## src/rtl/vend_pkg.sv

```systemverilog
// Shared vending types: coin encoding, coin values, dispenser state and the default cent width.
package vend_pkg;

  localparam int unsigned DefaultWidth = 16;

  localparam int unsigned ValDollar  = 100;
  localparam int unsigned ValQuarter = 25;
  localparam int unsigned ValDime    = 10;
  localparam int unsigned ValNickel  = 5;

  typedef enum logic [1:0] {
    CoinDollar  = 2'd0,
    CoinQuarter = 2'd1,
    CoinDime    = 2'd2,
    CoinNickel  = 2'd3
  } coin_e;

  typedef enum logic [2:0] {
    StIdle,
    StSelect,
    StEject,
    StDone,
    StFault
  } state_e;

  function automatic int unsigned coin_value(coin_e c);
    int unsigned v;
    case (c)
      CoinDollar:  v = ValDollar;
      CoinQuarter: v = ValQuarter;
      CoinDime:    v = ValDime;
      default:     v = ValNickel;
    endcase
    return v;
  endfunction

endpackage

```

## src/rtl/change_dispenser_if.sv

```systemverilog
// Request and coin-mechanism signals between the change dispenser and its neighbours.
interface change_dispenser_if #(
  parameter int unsigned WIDTH = vend_pkg::DefaultWidth
) ();
  logic [WIDTH-1:0] change_in;
  logic             dispense_req;
  logic             req_ready;
  logic             coin_eject;
  logic [1:0]       coin_type;
  logic             coin_ack;
  logic [3:0]       hopper_empty;
  logic [WIDTH-1:0] remaining;
  logic             busy;
  logic             done;
  logic             error;

  modport master (
    output change_in, dispense_req, coin_ack, hopper_empty,
    input  req_ready, coin_eject, coin_type, remaining, busy, done, error
  );

  modport slave (
    input  change_in, dispense_req, coin_ack, hopper_empty,
    output req_ready, coin_eject, coin_type, remaining, busy, done, error
  );
endinterface

```

## src/rtl/coin_selector.sv

```systemverilog
// Greedy pick: largest available denomination not exceeding the amount still owed.
module coin_selector
  import vend_pkg::*;
#(
  parameter int unsigned WIDTH = DefaultWidth
) (
  input  logic [WIDTH-1:0] remaining_i,
  input  logic [3:0]       hopper_empty_i,
  output coin_e            coin_type_o,
  output logic             valid_o
);

  // Scan smallest to largest so the largest qualifying coin wins.
  always_comb begin
    valid_o     = 1'b0;
    coin_type_o = CoinDollar;
    for (int i = 3; i >= 0; i--) begin
      if (!hopper_empty_i[i] && (remaining_i >= WIDTH'(coin_value(coin_e'(i[1:0]))))) begin
        valid_o     = 1'b1;
        coin_type_o = coin_e'(i[1:0]);
      end
    end
  end

endmodule

```

## src/rtl/change_dispenser.sv

```systemverilog
// Pays out a change amount one coin at a time over an eject/ack handshake, reporting faults.
module change_dispenser
  import vend_pkg::*;
#(
  parameter int unsigned WIDTH       = DefaultWidth,
  parameter int unsigned ACK_TIMEOUT = 15,
  parameter int unsigned MAX_CHANGE  = 1000
) (
  input logic               clk,
  input logic               reset,
  change_dispenser_if.slave bus_io
);

  localparam int unsigned CntW = $clog2(ACK_TIMEOUT + 1);

  state_e           state_q;
  coin_e            coin_type_q;
  logic             coin_eject_q;
  logic [WIDTH-1:0] remaining_q;
  logic             busy_q;
  logic             done_q;
  logic             error_q;
  logic [CntW-1:0]  cnt_q;

  coin_e sel_type;
  logic  sel_valid;
  logic  req_bad;

  coin_selector #(
    .WIDTH (WIDTH)
  ) u_coin_selector (
    .remaining_i    (remaining_q),
    .hopper_empty_i (bus_io.hopper_empty),
    .coin_type_o    (sel_type),
    .valid_o        (sel_valid)
  );

  assign req_bad = (bus_io.change_in > WIDTH'(MAX_CHANGE)) ||
                   ((bus_io.change_in % WIDTH'(5)) != '0);

  always_ff @(posedge clk) begin
    if (reset) begin
      state_q      <= StIdle;
      coin_type_q  <= CoinDollar;
      coin_eject_q <= 1'b0;
      remaining_q  <= '0;
      busy_q       <= 1'b0;
      done_q       <= 1'b0;
      error_q      <= 1'b0;
      cnt_q        <= '0;
    end else begin
      done_q <= 1'b0;
      unique case (state_q)
        StIdle: begin
          if (bus_io.dispense_req) begin
            remaining_q <= bus_io.change_in;
            error_q     <= 1'b0;
            busy_q      <= 1'b1;
            if (req_bad) begin
              state_q <= StFault;
              done_q  <= 1'b1;
              error_q <= 1'b1;
            end else begin
              state_q <= StSelect;
            end
          end
        end
        StSelect: begin
          if (remaining_q == '0) begin
            state_q <= StDone;
            done_q  <= 1'b1;
          end else if (sel_valid) begin
            coin_type_q  <= sel_type;
            coin_eject_q <= 1'b1;
            cnt_q        <= '0;
            state_q      <= StEject;
          end else begin
            state_q <= StFault;
            done_q  <= 1'b1;
            error_q <= 1'b1;
          end
        end
        StEject: begin
          if (bus_io.coin_ack) begin
            remaining_q  <= remaining_q - WIDTH'(coin_value(coin_type_q));
            coin_eject_q <= 1'b0;
            state_q      <= StSelect;
          end else if (cnt_q == CntW'(ACK_TIMEOUT - 1)) begin
            coin_eject_q <= 1'b0;
            state_q      <= StFault;
            done_q       <= 1'b1;
            error_q      <= 1'b1;
          end else begin
            cnt_q <= cnt_q + CntW'(1);
          end
        end
        StDone, StFault: begin
          state_q <= StIdle;
          busy_q  <= 1'b0;
        end
        default: begin
          state_q <= StIdle;
          busy_q  <= 1'b0;
        end
      endcase
    end
  end

  assign bus_io.req_ready  = ~busy_q;
  assign bus_io.coin_eject = coin_eject_q;
  assign bus_io.coin_type  = coin_type_q;
  assign bus_io.remaining  = remaining_q;
  assign bus_io.busy       = busy_q;
  assign bus_io.done       = done_q;
  assign bus_io.error      = error_q;

endmodule

```

## src/flat_wrapper.sv

```systemverilog
// flat-port wrapper written by rule: the top's interface ports become plain ports
module change_dispenser_flat import vend_pkg::*;
#(
  parameter int unsigned WIDTH       = DefaultWidth,
  parameter int unsigned ACK_TIMEOUT = 15,
  parameter int unsigned MAX_CHANGE  = 1000
)
  (clk, reset, bus_io_change_in, bus_io_dispense_req, bus_io_coin_ack, bus_io_hopper_empty, bus_io_req_ready, bus_io_coin_eject, bus_io_coin_type, bus_io_remaining, bus_io_busy, bus_io_done, bus_io_error);
  change_dispenser_if #(.WIDTH(WIDTH)) bus_io_i ();
  input logic clk;
  input logic reset;
  input wire logic [$bits(bus_io_i.change_in)-1:0] bus_io_change_in;
  input wire logic [$bits(bus_io_i.dispense_req)-1:0] bus_io_dispense_req;
  input wire logic [$bits(bus_io_i.coin_ack)-1:0] bus_io_coin_ack;
  input wire logic [$bits(bus_io_i.hopper_empty)-1:0] bus_io_hopper_empty;
  output wire logic [$bits(bus_io_i.req_ready)-1:0] bus_io_req_ready;
  output wire logic [$bits(bus_io_i.coin_eject)-1:0] bus_io_coin_eject;
  output wire logic [$bits(bus_io_i.coin_type)-1:0] bus_io_coin_type;
  output wire logic [$bits(bus_io_i.remaining)-1:0] bus_io_remaining;
  output wire logic [$bits(bus_io_i.busy)-1:0] bus_io_busy;
  output wire logic [$bits(bus_io_i.done)-1:0] bus_io_done;
  output wire logic [$bits(bus_io_i.error)-1:0] bus_io_error;
  assign bus_io_i.change_in = bus_io_change_in;
  assign bus_io_i.dispense_req = bus_io_dispense_req;
  assign bus_io_i.coin_ack = bus_io_coin_ack;
  assign bus_io_i.hopper_empty = bus_io_hopper_empty;
  assign bus_io_req_ready = bus_io_i.req_ready;
  assign bus_io_coin_eject = bus_io_i.coin_eject;
  assign bus_io_coin_type = bus_io_i.coin_type;
  assign bus_io_remaining = bus_io_i.remaining;
  assign bus_io_busy = bus_io_i.busy;
  assign bus_io_done = bus_io_i.done;
  assign bus_io_error = bus_io_i.error;
  change_dispenser #(.WIDTH(WIDTH), .ACK_TIMEOUT(ACK_TIMEOUT), .MAX_CHANGE(MAX_CHANGE)) u_core (.clk(clk), .reset(reset), .bus_io(bus_io_i));
endmodule
```

## config.mk

```make
export PLATFORM = sky130hd
export DESIGN_NAME = change_dispenser_flat
export DESIGN_NICKNAME = d
export VERILOG_FILES = /design/src/rtl/vend_pkg.sv /design/src/rtl/change_dispenser_if.sv /design/src/rtl/coin_selector.sv /design/src/rtl/change_dispenser.sv /design/src/flat_wrapper.sv
export SDC_FILE = /design/constraint.sdc
export NUM_CORES = 1
export LEC_CHECK = 0
export CORE_UTILIZATION = 52
export DETAILED_ROUTE_END_ITERATION = 12
export HOLD_SLACK_MARGIN = 0.1
export MAX_ROUTING_LAYER = met4
export PLACE_DENSITY = 0.82
export SKIP_CTS_REPAIR_TIMING = 1
export SLEW_MARGIN = 20
export SYNTH_ARGS = -nofsm -noshare
export SYNTH_HDL_FRONTEND = slang
export SYNTH_SLANG_ARGS = --single-unit
export TNS_END_PERCENT = 30
```

## constraint.sdc

```tcl
create_clock -name clk -period 5.55 [get_ports clk]
set_input_delay 1.11 -clock clk [delete_from_list [all_inputs] [get_ports clk]]
set_output_delay 1.11 -clock clk [all_outputs]
set_load 0.1 [all_outputs]
```

=== After elaboration in Yosys (flattened, before gate mapping) ===
Index checks and enable logic that the tools add are counted.

* Register bits after elaboration: 29

* Add/subtract/negate cells: 2
* Div/mod/pow operators: 1
* $lt $le $gt $ge: 5
* Eq/ne operators: 14
* Multiplexer cells: 47
* Bitwise gates (word level): 3
* Reductions and logical operators: 24

{| class="wikitable"
|+ Operators by type and width
! kind !! number
|-
| $mux 16 || 5
|-
| $pmux 16 s2 || 1
|-
| $pmux 7 s3 || 1
|-
| $mux 1 || 20
|-
| $mux 3 || 6
|-
| $ge 16x3->1 const B || 1
|-
| $ge 16x4->1 const B || 1
|-
| $ge 16x5->1 const B || 1
|-
| $ge 16x7->1 const B || 1
|-
| $gt 16x10->1 const B || 1
|-
| $logic_not 16->1 || 1
|-
| $mod 16x3->16 const B || 1
|-
| $mux 4 || 4
|-
| $reduce_bool 16->1 || 1
|-
| $sub 16x16->16 || 1
|-
| $ne 2x2->1 const B || 6
|-
| $pmux 3 s3 || 1
|-
| $mux 2 || 4
|-
| $pmux 4 s2 || 1
|-
| $pmux 1 s3 || 2
|-
| $reduce_and 3->1 || 2
|-
| $reduce_and 6->1 || 1
|-
| $reduce_and 5->1 || 1
|-
| $add 4x1->4 const B || 1
|-
| other kinds (19) || 31
|}

=== Logic depth before layout (Yosys ltp) ===
* Word-level depth: 9
* Mapped depth: 24

=== Cells and area by module ===
A second synthesis with hierarchy kept.

* Cell total of the unflattened synthesis: 542
* Area total of the unflattened synthesis: 3996.3 sq um

{| class="wikitable"
|+ Modules (own cells, without submodules)
! module !! times used !! cells each !! area an instance (sq um) !! sequential area each (sq um)
|-
| change_dispenser || 1 || 521 || 3861.2 || 580.6
|-
| coin_selector || 1 || 21 || 135.1 || 0.0
|}

=== Worst setup path after synthesis ===
No wires, ideal clock.

* Kind: input port to flip-flop
* Start: input bus_io_change_in[12]
* End: register u_core.state_q[0]
* Arrival: 5.229 ns
* Setup slack: 0.263 ns
* Stages on the path: 22
* Path buffers: 4
* Path through: buf_6 -> nor2b_1 -> buf_6 -> a32oi_1 -> a31oi_4 -> or2_1 -> clkbuf_2 -> or4_1 -> a31oi_2 -> nor2_1 -> nand4_1 -> o311a_1 -> clkbuf_1 -> a21oi_1 -> o22a_1 -> nor3_2 -> ha_1 -> inv_1 -> a2111o_1 -> a31oi_2 -> and3_1 -> a22o_1

* Word-level cells in the longest chain between the ends: 6

{| class="wikitable"
|+ Ends and longest elaborated chain
! element !! RTL line !! text
|-
| start, declared || flat_wrapper.sv:12 || <nowiki>input wire logic [$bits(bus_io_i.change_in)-1:0] bus_io_change_in;</nowiki>
|-
| $mod 16x3->16 || change_dispenser.sv:39 || <nowiki>((bus_io.change_in % WIDTH'(5)) != '0);</nowiki>
|-
| $reduce_bool 16->1 || change_dispenser.sv:39 ||
|-
| $logic_or 1x1->1 (*) || change_dispenser.sv:38 || <nowiki>assign req_bad = (bus_io.change_in > WIDTH'(MAX_CHANGE)) ||</nowiki>
|-
| $mux 3 (*) || change_dispenser.sv:59 || <nowiki>if (req_bad) begin</nowiki>
|-
| $mux 3 (*) || change_dispenser.sv:55 || <nowiki>if (bus_io.dispense_req) begin</nowiki>
|-
| $pmux 3 s3 (*) || change_dispenser.sv:53 || <nowiki>unique case (state_q)</nowiki>
|-
| end signal, assigned || change_dispenser.sv:43 || <nowiki>state_q <= StIdle;</nowiki>
|-
| end signal, assigned || change_dispenser.sv:60 || <nowiki>state_q <= StFault;</nowiki>
|-
| end signal, assigned || change_dispenser.sv:64 || <nowiki>state_q <= StSelect;</nowiki>
|-
| end, declared || change_dispenser.sv:16 || <nowiki>state_e state_q;</nowiki>
|}

Mark *: on every way between the ends. The rest lies on a longest branch, timed or not. The select of a mux whose other input is x is not followed.
A chain may end at the register's enable or synchronous reset.

=== Final worst setup path ===
* Start: input bus_io_change_in[14]
* End: register u_core.state_q[0]

The elaborated chain is that of the path after synthesis.

==> impl_metrics.csv <==
group,metric,value,unit
clock_network,cts.sink_count,29,
power,comb_power_share,59.9,%
global_route,grt_max_degree,28,
worst_setup_path,path_class,"input pin to flop",
clock_network,cts_buffer_depth,2,
synthesis,synth.area.top_cells,"dfxtp_1, nor2_1, a21oi_1",
routing,firstDrtPassIters,7,
power,powerDensity,200,nW/µm²
synthesis,syn_area,3650,µm²
synthesis,yosysTopAreaCell,"dfxtp_1",
synthesis,ys_ff_latch,29,
global_route,first_global_vias,4178,
placement,routabilityCongestion,0.936,
synthesis,synth_flop_cell,"dfxtp_1",
power,p_sw,454,µW
timing,tightest_slew,1070,ps
worst_hold_path,hp-class,"flop to flop",
worst_hold_path,whs_path_depth,2,
timing,finalCriticalPeriod,5500,ps
synthesis,seq_area_frac_synth,15.9,%
timing,fin_ws,47.4,ps
worst_hold_path,holdCritStartpoint,"u_core.bus_io.coin_eject",
power,p_int,565,µW
worst_setup_path,reg2reg_setup_slack,2040,ps
worst_setup_path,slowest_delay,520,ps
synthesis,synth_top_cell_area_share,15.9,%
clock_network,insertion_delay,290,ps
synthesis,synth_edf_count,0,
placement,hpwl,8540,µm
clock_network,cts.htree.levels,2,
routing,avgViaCountPerCell,6.51,
worst_setup_path,r2r_cells,14,
timing,tns,0,ps
worst_setup_path,worstPathRequired,5790,ps
timing,fmax,182,MHz
timing,final_max_slew_viol_count,0,
timing,setup_viol,0,
worst_setup_path,path_cells,"clkdlybuf4s50_1 > clkinv_1 > a221oi_4 > a31oi_4 > or2_4 > buf_4 > a2111o_1 > and2_4 > nor3_2 > o21ai_1 > buf_4 > buf_4 > o2111ai_1 > o311ai_2 > nor3_2 > ha_2 > inv_1 > a2111o_1 > a31oi_4 > and3_4 > a22o_1",
floorplan,coreArea,6790,µm²
power,p_total,1.02,mW
floorplan,die_y,85.8,µm
clock_network,numCtsBuffers,5,
synthesis,ys_warn_count,0,
routing,drt-wirelength-per-cell,18.1,µm
worst_setup_path,crit_top_cell,"buf_4",
finish,nets,657,
floorplan,ioPinCount,47,
floorplan,die_area,7360,µm²
power,p_clk_share,17.2,%
routing,routed_wl,12900,µm
worst_setup_path,crit_fanout,9,
worst_setup_path,worst_path_max_delay_cell,"clkdlybuf4s50_1",
floorplan,fp.dieW,85.8,µm
placement,numPortBuffers,46,
timing,hold_viol_final,0,
floorplan,initial_core_util,53.8,%
global_route,grt_pass1_wl,18900,µm
clock_network,root_buffer,"clkbuf_8",
synthesis,synth_common_cells,"nor2_1, nand2_1, a21oi_1",
clock_network,cts_tree,"done",
synthesis,syn_area_per_cell,7.08,µm²
routing,drc_errors,0,
global_route,grt_overflow,0,
timing,clock_skew,4.86,ps
worst_setup_path,rr_endpoint,"u_core.bus_io.remaining[12]",
timing,relSlewSlack,28.4,%
global_route,grtUsageTotal,32.2,%
synthesis,yosysMostFrequentCell,"nor2_1",
worst_setup_path,arrival,5740,ps
floorplan,fp-row-count,30,
routing,num_vias,4653,
worst_setup_path,r2r-start,"u_core.bus_io.coin_type[0]",
worst_setup_path,cp-end-kind,"flop",
placement,dp_slack,-416,ps
worst_hold_path,whs_endpoint,"u_core.bus_io.coin_eject",
clock_network,clkTransAtPathRegs,70,ps
synthesis,async_flop_share,0,%
routing,detail-route-antenna-nets,0,
finish,drive_gt1_share,25.5,%
power,switching_share,44.5,%
synthesis,synth.distinct_cells,84,
worst_setup_path,startpoint_type,"input pin",
finish,area_growth,39.7,%
status,status,"finished, final reports clean",
finish,antenna_cells,0,
routing,first_iter_violations,486,
synthesis,syn_nets,555,
power,power_frac_seq,22.9,%
power,p_leak,2.02,nW
synthesis,synth_cells,516,
timing,post-route-period-util,99.1,%
power,peakVddDrop,0.102,mV
global_route,antenna_found_initial,0,
flow_run,maxCapViolations,0,
==> worst max-delay path, delay by kind of cell <==
family / cells / cell delay [ps]
adder cells (fa/ha/maj): 1 / 220
buffers and inverters: 6 / 1320
AND/OR/NAND/NOR: 5 / 1060
AO/OA/AOI/OAI: 9 / 2010
==> layout make-up <==
class	instances	area, µm²
well taps	96	120
fillers	504	1690
clock buffers	6	72.6
repair buffers	135	1150
inverters	30	113
clock inverters	2	10.0
flip-flops and latches	29	581
multi-input cells	417	3060
==> layer usage <==
metal  vias up  global-route usage, %  part of all wire [%]
met1      2185                   40.4                    41
met5         -                      -                     0
met3        49                   5.10                   7.2
li1       2154                      -                     -
met4         0                   11.5                   3.5
met2       265                   52.4                    48
==> stage by stage <==
step / utilization (%) / area (µm²) / std cells / hold WS, ps
after global placement: 67.9 / 4610 / 699 / 469
after CTS: 69.1 / 4690 / 707 / 510
after global routing: 75.1 / 5100 / 715 / 528
final: 75.1 / 5100 / 715 / 515
after detailed placement: 67.9 / 4610 / 699 / 472
after floorplan: - / 3650 / 516 / 471
==> placed cells by master (no fill, tap or decap), types with 4 or more instances in the layout <==
cell type,instances
buf_4,84
nor2_1,57
clkdlybuf4s50_1,41
nand2_1,37
a21oi_1,36
dfxtp_1,29
inv_1,27
o21ai_0,26
nand3_1,13
nor3_1,13
a31oi_1,12
a211oi_1,12
ha_1,12
a21o_1,11
nand4_1,9
o211ai_1,8
xnor2_1,6
and2_1,6
or3_1,6
nand2b_1,5
clkbuf_8,5
dlymetal6s2s_1,5
or3b_1,4
nor3b_1,4
a31oi_4,4
nor2b_1,4
o32a_1,4
o21ai_1,4
o22ai_1,4
a311oi_1,4
==> flip-flops by register name, indices dropped and copies added (netlist names) <==
name / count
u_core.bus_io.remaining: 16
u_core.state_q: 3
u_core.bus_io.done: 1
u_core.bus_io.error: 1
u_core.bus_io.coin_type: 2
u_core.bus_io.coin_eject: 1
u_core.bus_io.busy: 1
u_core.cnt_q: 4
==> worst max path at each step <==
stage	slack, ps	from	to	cells past startpoint
floorplan	260	bus_io_change_in[12]	u_core.state_q[0]	22
global placement	-210	bus_io_change_in[11]	u_core.state_q[0]	21
detailed placement	-420	bus_io_change_in[11]	u_core.state_q[2]	22
CTS	-130	bus_io_change_in[11]	u_core.state_q[2]	22
global route	-100	bus_io_change_in[14]	u_core.state_q[0]	22
finish	50	bus_io_change_in[14]	u_core.state_q[0]	21
==> logic make-up (layout without fill, tap and decap cells) <==
group	after synthesis	count (layout)	synth area share, %
buffers and inverters	70	173	9.35
AO/OA/AOI/OAI	192	192	37.9
adder cells (fa/ha/maj)	15	15	5.34
flip-flops	29	29	15.9
AND/OR/NAND/NOR	199	199	28.8
XOR/XNOR	11	11	2.64
==> power groups by stage <==
stage               sequential, mW  clock [mW]  combinational, mW
floorplan                    0.304           0              0.277
global placement             0.236           0              0.513
detailed placement           0.237           0              0.524
CTS                          0.232       0.172              0.528
global route                 0.234       0.182              0.651
finish                       0.233       0.175              0.611
(Power assumes the default switching activity.)
